<file path="src/rtl/driver_column_scanner.sv">
// Column scanner for a 5x7 LED matrix. It loads frames through a double buffer and swaps them only at a scan wrap.
// Optional anti-ghosting blank cycle at the start of each column slot: define DRIVER_SCAN_BLANK_EN.
module driver_column_scanner #(
    parameter int PRESCALE_DIV = 50000,
    parameter int NUM_COLS     = 5,
    parameter int NUM_ROWS     = 7
) (
    input  logic                         clk,
    input  logic                         reset,
    input  logic                         enable,
    input  logic [NUM_COLS*NUM_ROWS-1:0] frame_data,
    input  logic                         frame_valid,
    output logic                         frame_ready,
    output logic [2:0]                   bin_number,
    output logic [NUM_ROWS-1:0]          row_data,
    output logic                         frame_start
);

    localparam int              PW       = (PRESCALE_DIV > 1) ? $clog2(PRESCALE_DIV) : 1;
    localparam int              FW       = NUM_COLS * NUM_ROWS;
    localparam logic [PW-1:0]   PRE_LAST = PW'(PRESCALE_DIV - 1);
    localparam logic [2:0]      COL_LAST = 3'(NUM_COLS - 1);

    typedef enum logic {EMPTY, FULL} state_t;

    state_t              state;
    state_t              state_next;
    logic [PW-1:0]       prescaler;
    logic [2:0]          column;
    logic [2:0]          column_next;
    logic [FW-1:0]       pending;
    logic [FW-1:0]       active;
    logic [FW-1:0]       active_next;
    logic [NUM_ROWS-1:0] row_next;
    logic                tick;
    logic                wrap;
    logic                accept;
    logic                swap;

    assign tick       = enable && (prescaler == PRE_LAST);
    assign wrap       = tick && (column == COL_LAST);
    assign bin_number = column;

    always_ff @(posedge clk) begin
        if (reset) begin
            state <= EMPTY;
        end else begin
            state <= state_next;
        end
    end

    always_comb begin
        state_next = state;
        case (state)
            EMPTY:   if (frame_valid) state_next = FULL;
            FULL:    if (wrap)        state_next = EMPTY;
            default:                  state_next = EMPTY;
        endcase
    end

    always_comb begin
        frame_ready = (state == EMPTY);
        accept      = (state == EMPTY) && frame_valid;
        swap        = (state == FULL) && wrap;
    end

    // Row pattern is computed from next-cycle column/frame so it lands together with bin_number.
    always_comb begin
        column_next = column;
        if (tick) begin
            column_next = wrap ? 3'd0 : column + 3'd1;
        end
        active_next = swap ? pending : active;
        row_next    = '0;
`ifdef DRIVER_SCAN_BLANK_EN
        if (enable && !tick) begin
            row_next = active_next[int'(column_next) * NUM_ROWS +: NUM_ROWS];
        end
`else
        if (enable) begin
            row_next = active_next[int'(column_next) * NUM_ROWS +: NUM_ROWS];
        end
`endif
    end

    always_ff @(posedge clk) begin
        if (reset) begin
            prescaler <= '0;
        end else if (enable) begin
            prescaler <= tick ? '0 : prescaler + PW'(1);
        end
    end

    always_ff @(posedge clk) begin
        if (reset) begin
            column      <= 3'd0;
            pending     <= '0;
            active      <= '0;
            row_data    <= '0;
            frame_start <= 1'b0;
        end else begin
            column      <= column_next;
            active      <= active_next;
            row_data    <= row_next;
            frame_start <= wrap;
            if (accept) begin
                pending <= frame_data;
            end
        end
    end

endmodule

</file>
<file path="config.mk">
export PLATFORM = sky130hd
export DESIGN_NAME = driver_column_scanner
export DESIGN_NICKNAME = d
export VERILOG_FILES = /design/src/rtl/driver_column_scanner.sv
export SDC_FILE = /design/constraint.sdc
export NUM_CORES = 1
export LEC_CHECK = 0
export BUFFER_PORTS_ARGS = -buffer_cell sky130_fd_sc_hd__buf_2
export CAP_MARGIN = 20
export CORE_MARGIN = 3
export CORE_UTILIZATION = 55
export CTS_CLUSTER_DIAMETER = 80
export DETAILED_ROUTE_END_ITERATION = 7
export GPL_TIMING_DRIVEN = 0
export PLACE_DENSITY = 0.76
export REMOVE_ABC_BUFFERS = 1
export SLEW_MARGIN = 25
export SYNTH_ARGS = -nofsm -noshare
export SYNTH_HDL_FRONTEND = slang
export SYNTH_SLANG_ARGS = --single-unit
</file>
<file path="constraint.sdc">
create_clock -name clk -period 6.25 [get_ports clk]
set_input_delay 1.25 -clock clk [delete_from_list [all_inputs] [get_ports clk]]
set_output_delay 1.25 -clock clk [all_outputs]
set_load 0.02 [all_outputs]
</file>
Word level (Yosys, flattened, before mapping)

Cells that the tools add are included.

Reductions and logical operators: 5
Mux-type cells: 7
Add/subtract/negate cells: 2
Multiply operators: 1
Eq/ne operators: 2
Shift-type cells: 1
Bitwise operators: 2

Operators with widths:

| operator              | count |
|---|---|
| $mux 35               | 1 |
| $shiftx 35x7->7       | 1 |
| $add 16x1->16 const B | 1 |
| $eq 16x16->1 const B  | 1 |
| $mux 16               | 1 |
| $mul 3x3->6 const B   | 1 |
| $mux 3                | 2 |
| $logic_and 1x1->1     | 4 |
| $add 3x1->3 const B   | 1 |
| $eq 3x3->1 const B    | 1 |
| $mux 1                | 2 |
| $not 1->1             | 2 |
| $pmux 1 s2            | 1 |
| $reduce_or 2->1       | 1 |

Word-level logic and storage cells: 27
Bits of input ports: 39
Flip-flop bits (word level): 98
Output and inout port bits: 12

Depth between registers and ports, before layout

Gate-level depths: netlist (run 1).

Depth in word-level cells: 7
Mapped depth: 10

Least setup slack after synthesis (run 1)

No wires, ideal clock.

Path kind: input port to flip-flop
Start point: in enable
End point: reg row_data[5]
Path slack: 3.057 ns
Arrival: 3.059 ns
Stages: 8
Required time: 6.117 ns
Cell sequence: clkbuf_1 nand4_1 or4_1 clkbuf_1 buf_6 or3_1 a32oi_1 o22ai_1

Longest elaborated chain between the ends: 6
Elaborated cells on any way between the ends: 10
Those cells by class: mul (1); shift (1); mux (3); bitwise (1); reduce/logical (4)

Ends and longest elaborated chain:

| what                 | line | source |
|---|---|---|
| start, declared      | 10   | `input logic enable,` |
| $logic_and 1x1->1    | 40   | `assign tick = enable && (prescaler == PRE_LAST);` |
| $logic_and 1x1->1    | 41   | `assign wrap = tick && (column == COL_LAST);` |
| $mux 3               | 71   | `column_next = wrap ? 3'd0 : column + 3'd1;` |
| $mux 3               | 70   | `if (tick) begin` |
| $mul 3x3->6          | 81   | `row_next = active_next[int'(column_next) * NUM_ROWS +: NUM_ROWS];` |
| $shiftx 35x7->7      | 81   |  |
| end signal, assigned | 104  | `row_data <= row_next;` |
| end, declared        | 15   | `output logic [NUM_ROWS-1:0] row_data,` |

Parallel ways exist; a longest one is shown, timed or not.
A chain may end at the register's enable or synchronous reset.

Worst setup path in the final report (run 1)

Start point: in enable
End point: reg active[24]

Longest elaborated chain between the ends: 4

Ends and longest elaborated chain:

| what                 | line | source |
|---|---|---|
| $logic_and 1x1->1    | 40   |  |
| $logic_and 1x1->1    | 41   |  |
| $logic_and 1x1->1    | 64   | `swap = (state == FULL) && wrap;` |
| $mux 35              | 73   | `active_next = swap ? pending : active;` |
| end signal, assigned | 103  | `active <= active_next;` |
| end, declared        | 32   | `logic [FW-1:0] active;` |

No other way between the ends.

==> run summary, run 1 <==
Status -> completed
Total GRT Usage -> 0.236
Post-Route WL -> 10.4 mm
DR WL/cell -> 15.2 µm
Max frequency -> 0.276 GHz
Period minus WS final -> 3620 ps
Crit path from -> enable
Initial DRT Pass Iterations -> 4
Hold Path Class -> register to register
Grt ovf -> 0
PwrDens -> 234 mW/mm²
Die extent in x -> 96.2 µm
Num rows -> 32
Switching pwr -> 0.271 mW
Vias in the first global route -> 3589
Switching share of power -> 0.234
RSZ-0062 raised after global routing -> false
Overall power -> 1.16 mW
First-pass GRT wire length -> 17.0 mm
HPWL after DPL -> 6.56 mm
Period utilization -> 0.579
Sequential element share of the synthesized area -> 0.439
Root Buffer -> clkbuf_8
Maximum number of pins on one net before global-route repair -> 81
Clock buffer depth -> 2
Final Net Count -> 621
Worst Tran Pin Value -> 900 ps
Fraction of layout cells with a size suffix above 1 -> 0.160
Area delta synth->final -> 10.6%
Initial antenna violation count -> 0
Core area -> 0.00781 mm²
Leak -> 1.97 nW
Largest fanout on the critical path -> 31
DRT antenna net count -> 0
Skew final -> 9.28 ps
Synthesis Warnings -> 0
CP Data Required Time -> 6560 ps
Avg Vias per Cell -> 5.67
Pins over their slew limit -> 0
TritonCTS clock tree -> done
Clock sinks -> 98
Library cells used by synthesis -> 43
Reg clk slew, reported paths -> 90 ps
Post-Syn Area -> 0.00447 mm²
Util after Layout -> 0.634
Critical Path Sink Type -> register
Routed via count -> 3884
Sequential share of power -> 0.561
DR DRC count -> 0
Design area -> 0.00495 mm²
Arrival @ worst endpoint -> 3930 ps
Syn avg cell area -> 8.02 µm²
Clock Latency Late Sink -> 380 ps
Setup Viol. Count Final -> 0
Hold Path Depth -> 2
FF-to-FF path depth -> 6
Antenna Cells -> 0
WS Path Type -> input port to register
Critical Path Start Type -> input port
# IOs -> 51
Final Hold Viols -> 0
Reg-to-reg startpoint -> bin_number[0]
CTS buffer count -> 9
Chip Height -> 96.2 µm
Post-synthesis cell count -> 558
Max Cap Violations -> 0
Iter 0 DRT Violations -> 320
Setup bufs post-CTS -> 0
Max-slew headroom -> 0.395
Max IR drop VDD -> 0.110 mV
Clock share of power -> 0.388
Logic pwr share -> 0.052
IO buf count -> 50
RePlAce Congestion -> 0.816
H-tree Lvls -> 3
P_int -> 0.889 mW
Hold wc startpoint -> pending[27]
Post-CTS resize count -> 0
Starting density of the core -> 0.573
CTS Hold Bufs -> 0
Placed cell area -> 0.00473 mm²
Seq cells post-synth -> 98
Setup tns final -> 0 ps
DIE AREA -> 0.00925 mm²
[stage by stage]
stage	worst slack (ps)	std cells	hold slack (ps)
finish	2630	685	461
global route	2450	685	483
CTS	2490	685	462
detailed placement	2270	670	448
global placement	1080	669	443
floorplan	2350	517	430
[cell usage after synthesis]
cell type	instances	area share
a21bo_2	1	0.0022
a21oi_1	67	0.075
a32oi_1	7	0.014
and2_1	1	0.0014
and3_1	2	0.0028
and4_1	1	0.0020
buf_2	3	0.0034
buf_4	1	0.0017
buf_6	1	0.0025
clkbuf_1	36	0.030
dfxtp_1	98	0.44
ha_1	3	0.0084
inv_1	4	0.0034
mux2_2	14	0.035
mux2i_1	29	0.065
nand2_1	134	0.11
nand2b_1	2	0.0028
nand3_1	7	0.0078
nand3_2	1	0.0022
nand3b_1	1	0.0017
nand4_1	7	0.0098
nand4b_1	1	0.0020
nand4b_2	1	0.0034
nor2_1	52	0.044
nor2b_1	2	0.0028
nor3_1	16	0.018
nor3b_1	1	0.0017
nor4_2	1	0.0028
nor4_4	1	0.0048
o211ai_1	1	0.0017
o21a_1	1	0.0017
o21ai_0	20	0.022
o21ai_1	1	0.0011
o221ai_1	6	0.012
o22ai_1	13	0.018
o31ai_1	1	0.0017
or2_2	1	0.0014
or3_1	1	0.0014
or4_1	1	0.0017
or4b_4	2	0.0062
or4bb_1	1	0.0025
xnor2_1	2	0.0039
xor2_1	12	0.023
[cells by family (layout without fill, tap and decap cells)]
kind of cell | Yosys count | in the layout | share of synthesized area
simple gates | 237 | 237 | 0.235
compound gates | 118 | 118 | 0.149
mux | 43 | 43 | 0.100
flops | 98 | 98 | 0.439
buf+inv | 45 | 70 | 0.0411
fa+ha+maj | 3 | 3 | 0.00839
xor+xnor | 14 | 14 | 0.0274
[final timing paths]
kind	slack (ps)	endpoint
max	2630	active[24]
min	460	pending[27]
min reg2reg	460	pending[27]
max reg2reg	2700	row_data[0]
[layer usage]
layer  part of all wire  vias up  global-route usage
met4              0.017        0              0.0794
met3              0.047       15              0.0555
met2               0.50       90               0.405
met5                  0        -                   0
met1               0.43     1822               0.289
li1                   -     1957                   -
[registers in the layout, summed over array words and instances (netlist names)]
name and flops:
frame_start 1, prescaler 16, row_data 7, bin_number 3
pending 35, state 1, active 35
[power groups by stage]
stage	clock network (mW)	logic, mW	registers (mW)
after floorplan	0	0.0298	0.661
after global placement	0	0.0558	0.664
after detailed placement	0	0.0599	0.665
after CTS	0.457	0.0601	0.650
after global routing	0.485	0.0680	0.653
final	0.450	0.0598	0.650
[critical path, stage by stage]
cell and delay [ps]:
buf_2 160, nand4_1 250, or4_2 1150, nor2_4 710
nand2_1 200, a21oi_1 170
[layout make-up]
class	instances	area (µm²)
Timing Repair Buffer	51	280
Sequential cell	98	1960
Fill cell	710	2860
Clock buffer	9	124
Multi-Input combinational cell	415	2350
Clock inverter	6	91.3
Tap cell	102	128
Inverter	4	15.0
[layout by cell type (no fill, tap or decap), drive strengths merged, types with 2 or more instances in the layout]
cell type	Yosys	final
a21oi	67	67
a32oi	7	7
and3	2	2
buf	5	51
bufinv	0	2
clkbuf	36	9
clkinvlp	0	2
dfxtp	98	98
ha	3	3
inv	4	5
mux2	14	14
mux2i	29	29
nand2	134	134
nand2b	2	2
nand3	8	8
nand4	7	7
nand4b	2	2
nor2	52	52
nor2b	2	2
nor3	16	16
nor4	2	2
o21ai	21	21
o221ai	6	6
o22ai	13	13
or4b	2	2
xnor2	2	2
xor2	12	12
Note: power is estimated with default switching activity, not from simulation.
==> run 2: changes to the inputs <==
CORE_UTILIZATION = 52   (was 55)
PLACE_DENSITY = 0.75   (was 0.76)
clock period = 3 ns   (was 6.25 ns; I/O delays follow)
==> run 2 against run 1 <==
Effect of this change:
- worst hold slack got worse by 7.5 ps
- sequential power up 110%
- die area increased by 5.4%
- critical path depth unchanged
- flip-flop and latch count unchanged
- total power rose by 110%
==> run summary, run 2 (synthesis results as in run 1) <==
Post-Place Cells -> 673 (+0.45%)
Clock buffer depth -> 2 (unchanged)
Filler cells -> 734 (+3.4%)
Total GRT Usage -> 0.220 (-0.0158)
Vias in the first global route -> 3693 (+2.9%)
Slowest-stage cell, CP -> nor4_2
Die extent in x -> 98.7 µm (+2.7%)
# IOs -> 51 (unchanged)
CP Cell Sequence -> ha_1 -> nand4_1 -> nor4_2 -> a21oi_1 -> o21ai_1 -> o22ai_1
Placement Setup Slack -> -436 ps (-2710 ps)
Clock sinks -> 98 (unchanged)
Starting density of the core -> 0.539 (-0.0339)
Met1 GRT Util -> 0.284 (-0.00482)
Met3 usage -> 0.0354 (-0.0201)
Hold Path Class -> input port to register
Largest fanout on the critical path -> 7 (-77%)
IO buf count -> 50 (unchanged)
Pins over their slew limit -> 0 (unchanged)
GR Util met2 -> 0.366 (-0.0397)
H-tree Lvls -> 3 (unchanged)
Crit path largest cell delay -> 760 ps (-390 ps)
Grt ovf -> 0 (unchanged)
TritonCTS clock tree -> done
Register area -> 0.00197 mm² (+0.13%)
Root Buffer -> clkbuf_8
RePlAce Congestion -> 0.883 (+8.1%)
Final Hold Viols -> 0 (unchanged)
Post-Route WL -> 10.8 mm (+3.5%)
Num rows -> 33 (+3.1%)
Final Net Count -> 623 (+0.32%)
Leading cell types in the layout, fill and taps excluded -> nand2_1 (133), dfxtp_1 (97), a21oi_1 (67)
DR DRC count -> 0 (unchanged)
Final Instance Count excl. Fillers -> 691 (+0.88%)
Chip Height -> 98.7 µm (+2.7%)
Routed via count -> 4025 (+3.6%)
Maximum number of pins on one net before global-route repair -> 81 (unchanged)
Clock Latency Late Sink -> 370 ps (about the same)
CTS buffer count -> 9 (unchanged)
Fraction of layout cells with a size suffix above 1 -> 0.166 (+0.00601)
CTS Hold Bufs -> 0 (unchanged)
Iter 0 DRT Violations -> 225 (-30%)
First-pass GRT wire length -> 17.8 mm (+4.5%)
WS Path Type -> register to register
DRT antenna net count -> 0 (unchanged)
Most common cell after layout, fill and taps aside -> nand2_1
GR peak layer -> met2
Max frequency -> 0.365 GHz
Largest registers -> active (35), pending (35), prescaler (16)
Skew final -> 16.0 ps (+6.70 ps)
PwrDens -> 480 mW/mm² (+100%)
Arrival @ worst endpoint -> 2970 ps (-960 ps)
Critical Path Sink Type -> register
Max IR drop VDD -> 0.218 mV (+99%)
Antenna Cells -> 0 (unchanged)
Max Cap Violations -> 0 (unchanged)
Util after Layout -> 0.600 (-0.0339)
HPWL after DPL -> 6.61 mm (+0.81%)
Core area -> 0.00830 mm² (+6.3%)
Max-slew headroom -> 0.340 (-0.0552)
Period minus WS final -> 2740 ps
Period utilization -> 0.914
Status -> completed
Multi-input gate area -> 0.00238 mm² (+1.4%)
DIE AREA -> 0.00975 mm² (+5.4%)
DR WL/cell -> 15.6 µm (+2.6%)
Avg Vias per Cell -> 5.82 (+2.7%)
Overall power -> 2.39 mW (+110%)
Setup Viol. Count Final -> 0 (unchanged)
RSZ-0062 raised after global routing -> false
Area delta synth->final -> 11.3%
Initial antenna violation count -> 0 (unchanged)
Initial DRT Pass Iterations -> 5 (+1)
CP Data Required Time -> 3230 ps (-3330 ps)
Critical Path Start Type -> register
PnR worst setup slack -> 259 ps (-2370 ps)
Worst Tran Pin Value -> 989 ps (+89.0 ps)
Reg clk slew, reported paths -> 110 ps (+20 ps)
Leak -> 1.98 nW (+0.19%)
## run 2: final cells by class
cell class,instances,share of cell area
inverter,4,0.00302
sequential,98,0.395
multi-input combinational,417,0.478
tap,105,0.0264
timing repair buffer,51,0.0563
clock inverter,7,0.0166
clock buffer,9,0.0249
## run 2: report_power, final
group / total (mW) / switching [mW] / internal, mW
Combinational: 0.126 / 0.0716 / 0.0541
Clock: 0.907 / 0.505 / 0.402
Sequential: 1.36 / 0.0264 / 1.33
Total: 2.39 / 0.603 / 1.79
## run 2: timing repair
action / in CTS / in global routing
endpoints found under the setup margin: 43 / 14
buffers inserted: 0 / 0
resized for setup: 4 / 1
pin swaps: 1 / 0
gates cloned: 1 / 1
## run 2: final timing paths
| path | slack [ps] | startpoint | end | depth (start not counted) |
|---|---|---|---|---|
| min | 450 | frame_data[28] | pending[28] | 3 |
| max reg2reg | 260 | prescaler[0] | row_data[3] | 6 |
| max | 260 | prescaler[0] | row_data[3] | 6 |
| min reg2reg | 460 | pending[22] | pending[22] | 2 |
## run 2: layer usage
layer,part of all wire,routed length [µm]
met1,0.44,4710
met5,0,0
met4,0.021,223
met2,0.49,5290
met3,0.050,536
## run 2: stage by stage
step	hold WS (ps)	TNS, ps	area (µm²)
2_1_floorplan	430	-9200	4300
3_3_place_gp	443	-47430	4690
6_report	453	0	4980
3_5_place_dp	447	-12140	4740
5_1_grt	450	0	4980
4_1_cts	455	0	4960
## run 2: critical path: cells and delay by family (launching register included)
family / cells / cell delay, ps
AND/OR/NAND/NOR: 2 / 1030
AO/OA/AOI/OAI: 3 / 920
flip-flops: 1 / 420
adder cells (fa/ha/maj): 1 / 230
